[src/rtl/shift_queue_ctrl.sv]
// shift_queue_ctrl: controller for a shift-register FIFO chain with two round-robin
// arbitrated producers, occupancy tracking and a drain-based flush.
module shift_queue_ctrl #(
    parameter int WIDTH = 32,
    parameter int DEPTH = 8,
    parameter int CNT_W = 4
) (
    input  logic             clk,
    input  logic             res,
    input  logic             req0_valid,
    input  logic [WIDTH-1:0] req0_data,
    output logic             req0_ready,
    input  logic             req1_valid,
    input  logic [WIDTH-1:0] req1_data,
    output logic             req1_ready,
    output logic             out_valid,
    input  logic             out_ready,
    input  logic             flush,
    output logic             stg_shift_in,
    output logic             stg_shift_out,
    output logic [WIDTH-1:0] stg_fill,
    output logic [CNT_W-1:0] count,
    output logic             full,
    output logic             empty,
    output logic             busy,
    output logic             flush_done
);
    typedef enum logic {RUN, FLUSH} state_t;
    state_t           state_q, state_d;
    logic [CNT_W-1:0] count_q, count_d;
    logic             rr_q, rr_d;
    logic             run, grant0, grant1, push, pop;
    always_comb begin
        run           = !res && state_q == RUN;
        full          = count_q == CNT_W'(DEPTH);
        empty         = count_q == '0;
        count         = count_q;
        grant0        = req0_valid && (!req1_valid || !rr_q);
        grant1        = req1_valid && !grant0;
        // no push at full: a fill would shift the last stage out before it is consumed
        push          = run && !full && (grant0 || grant1);
        pop           = run && !empty && out_ready;
        req0_ready    = push && grant0;
        req1_ready    = push && grant1;
        out_valid     = run && !empty;
        stg_fill      = grant1 ? req1_data : req0_data;
        stg_shift_in  = push;
        busy          = !res && state_q == FLUSH;
        stg_shift_out = pop || (busy && !empty);
        flush_done    = busy && empty;
        state_d       = state_q;
        count_d       = count_q;
        rr_d          = rr_q;
        if (state_q == RUN) begin
            state_d = flush ? FLUSH : RUN;
            rr_d    = push ? grant0 : rr_q;
            count_d = (push && !pop) ? count_q + CNT_W'(1) :
                      (pop && !push) ? count_q - CNT_W'(1) : count_q;
        end else begin
            state_d = empty ? RUN : FLUSH;
            count_d = empty ? count_q : count_q - CNT_W'(1);
        end
    end
    always_ff @(posedge clk) begin
        if (res) begin
            state_q <= RUN;
            count_q <= '0;
            rr_q    <= 1'b0;
        end else begin
            state_q <= state_d;
            count_q <= count_d;
            rr_q    <= rr_d;
        end
    end
endmodule

[config.mk]
export PLATFORM = sky130hd
export DESIGN_NAME = shift_queue_ctrl
export DESIGN_NICKNAME = d
export VERILOG_FILES = /design/src/rtl/shift_queue_ctrl.sv
export SDC_FILE = /design/constraint.sdc
export NUM_CORES = 1
export LEC_CHECK = 0
export ABC_AREA = 1
export ABC_CLOCK_PERIOD_IN_PS = 4800
export CORE_MARGIN = 2
export CORE_UTILIZATION = 28
export DETAILED_ROUTE_END_ITERATION = 8
export GPL_ROUTABILITY_DRIVEN = 0
export PLACE_DENSITY = 0.91
export SYNTH_ARGS = -nofsm -noshare
export SYNTH_HDL_FRONTEND = slang
export SYNTH_SLANG_ARGS = --single-unit
[constraint.sdc]
create_clock -name clk -period 4.8 [get_ports clk]
set_input_delay 1.44 -clock clk [delete_from_list [all_inputs] [get_ports clk]]
set_output_delay 1.44 -clock clk [all_outputs]
set_load 0.01 [all_outputs]
==> results.md <==
* Drt wl/cell at 14.1 um
* Post-route ant nets at 0
* Remaining global-route overflow at 0
* Drt pass-1 iters at 2
* RSZ-0062 raised after global routing: false
* Post-Syn Instances at 119
* Die Wd at 61.3 um
* Kind of critical path: input port to output port
* Vias at 1231
* Syn Nets at 191
* Fin cells at 278
* Worst slew pin tran at 0.311 ns
* Period Utilization, post-route at 98.5%
* Quantity of gates resized following cts at 0
* Worst hold slack at 0.471 ns
* Fillers at 269
* Total internal power at 347 uW
* Pre-CTS WS at 0.0662 ns
* Die ar. at 0.00376 mm^2
* Crit path max fanout at 19
* Tot GR Track Use at 21.1%
* Max VDD drop at 0.240 mV
* Final Max Slew Viols at 0
* Achievable Freq at 0.212 GHz
* CTS Root Buffer Type: clkbuf_4
* WL final at 3930 um
* Core region area at 0.00308 mm^2
* Final min period at 4.73 ns
* Commonest register cell after synthesis: dfxtp_1
* Avg Cell Area, Syn at 7.73 um^2
* Synth top cells by count: 29 x mux2_1, 24 x nand2_1, 12 x inv_1, 11 x nor2_1
* Initial antenna violation count at 0
* Yosys warnings at 0
* Leak at 0.890 nW
* # rows at 20
* Clk buf depth at 2
* Combinational power share at 76.0%
* Switch share at 42.3%
* Mapped Area at 920 um^2
* Critical path origin: req1_valid
* Setup_tns at 0 ns
* Number of synthesized flops with an enable pin at 0
* DR DRC count at 0
* Synth top area cells: mux2_1 36%, dfxtp_1 13%, nand2_1 9.8%, inv_1 4.9%, nor2_1 4.5%
* Cts hold-fix bufs at 0
* Ant. Diodes at 0
* HP Class: register to register
* Placed cells at 275
* Reg2reg path depth at 8
* Largest area contributor in the netlist: mux2_1
* Port buffer count at 114
* Synth top area share at 35.5%
* Worst EP arrival at 3.29 ns
* Worst Setup Start Kind: input port
* Part of the power in registers at 16.6%
* CTS sink count at 6
* Post-route setup slack at 0.0737 ns
* NetSw at 254 uW
* Synthesized flop and latch total at 6
* Final HPWL DP at 3500 um
* Reg2Reg Setup Slack at 3.16 ns
* Pwr dens at 280 mW/mm^2
* First-pass GRT wire length at 5840 um
* CTS clk-pin slew, worst paths at 0.04 ns
* H-tree depth at 1
* WP data required at 3.36 ns
* Yosys cell types at 24
* Area Overhead vs Synth at 133%
* Clock Skew at 0.000951 ns
* FFs w/ async S/R, synth at 0%
* Share of layout cells above drive strength 1 at 8.97%
* Largest net degree at the start of global routing at 20
* Register area share after synthesis at 13.1%
* DR vias/cell at 4.43
* Max cap viols at 0
* Initial core utilization at 29.9%
* I/O pins at 115
* CTS Buf Count at 3
* # setup viols final at 0
* Critical Path End Type: output port
* Status: finished, final reports clean
* Power, Total at 601 uW
* Power share of the clock group at 7.4%
* Worst slew margin at 79.2%
* Critical Path End: stg_fill[5]
* Worst skew pair latency at 0.23 ns
* Vias in the first global route at 1204
* Final Hold Fails at 0
* RR Startpoint: count[0]$_SDFFE_PP0P_
* TritonCTS clock tree: yes
* Count leader, synth: mux2_1
* DR iter-0 viols at 9
* Final net count at 308
* Post-CTS Setup Inserts at 0
* Die Y at 61.3 um
* RR Endpoint: count[2]$_SDFFE_PP0P_
-- worst max-delay path: stages --
cell	delay, ns
clkdlybuf4s50_1	0.46
a21oi_1	0.19
inv_2	0.06
nand2_2	0.11
buf_12	0.17
mux2_1	0.32
clkdlybuf4s50_1	0.52
-- layout make-up --
type	instances	area, um^2	area share, %
clock buffer	3	22.5	1.05
tap	44	55.1	2.57
inverter	15	56.3	2.63
timing repair buffer	116	1180	55.1
sequential	6	120	5.60
multi-input combinational	94	709	33.1
-- worst min path at each step --
stage,startpoint,to,slack [ns],cells past startpoint
after floorplan,rr_q$_SDFFE_PP0P_,rr_q$_SDFFE_PP0P_,0.44,2
after global placement,rr_q$_SDFFE_PP0P_,rr_q$_SDFFE_PP0P_,0.46,2
after detailed placement,rr_q$_SDFFE_PP0P_,rr_q$_SDFFE_PP0P_,0.47,2
after CTS,rr_q$_SDFFE_PP0P_,rr_q$_SDFFE_PP0P_,0.47,2
after global routing,rr_q$_SDFFE_PP0P_,rr_q$_SDFFE_PP0P_,0.50,2
final,rr_q$_SDFFE_PP0P_,rr_q$_SDFFE_PP0P_,0.47,2
-- placed cells by master, fill, tap and decap left out --
master / instances
nor2_2: 2
mux2_1: 29
mux2_2: 3
nand4_1: 2
clkdlybuf4s50_1: 114
nand3b_1: 1
nand3_4: 1
inv_1: 12
nor2_1: 11
nor3_1: 1
nand3_2: 1
nor2_4: 1
nand2_2: 3
nor2_8: 1
inv_2: 3
nand2_1: 24
nand3_1: 6
xnor2_1: 2
clkbuf_4: 3
xor2_1: 1
a21oi_1: 2
buf_12: 2
ha_1: 2
dfxtp_1: 6
nand2_4: 1
-- power by group through the flow --
stage	clock network, mW	registers, mW	logic [mW]
detailed placement	0	0.101	0.460
global route	0.0503	0.105	0.511
finish	0.0444	0.0998	0.457
floorplan	0	0.0964	0.255
global placement	0	0.101	0.452
CTS	0.0457	0.100	0.464
-- metal layers --
metal | vias up | track usage (%) | routed length (um)
met1 | 548 | 20.3 | 1400
met2 | 52 | 44.8 | 2160
met5 | - | 0 | 0
met3 | 8 | 3.15 | 299
met4 | 0 | 5.59 | 66
li1 | 623 | - | -
-- flip-flops by register name (all words and copies together) (netlist names) --
name	count
count	4
rr_q	1
state_q	1
-- logic make-up after synthesis --
| kind of cell | Yosys count | synth area share (%) |
|---|---|---|
| compound gates | 2 | 1.09 |
| xor+xnor | 3 | 2.86 |
| fa+ha+maj | 2 | 2.72 |
| buf+inv | 19 | 9.80 |
| flops | 6 | 13.1 |
| mux | 32 | 39.2 |
| simple gates | 55 | 31.3 |
-- per-stage QoR --
stage / utilization [%] / cell area [um^2]
2_1_floorplan: - / 920
3_3_place_gp: 68.9 / 2120
3_5_place_dp: 68.9 / 2120
4_1_cts: 69.7 / 2140
5_1_grt: 69.7 / 2140
6_report: 69.7 / 2140
No activity file was read; power rests on OpenSTA's default activity.
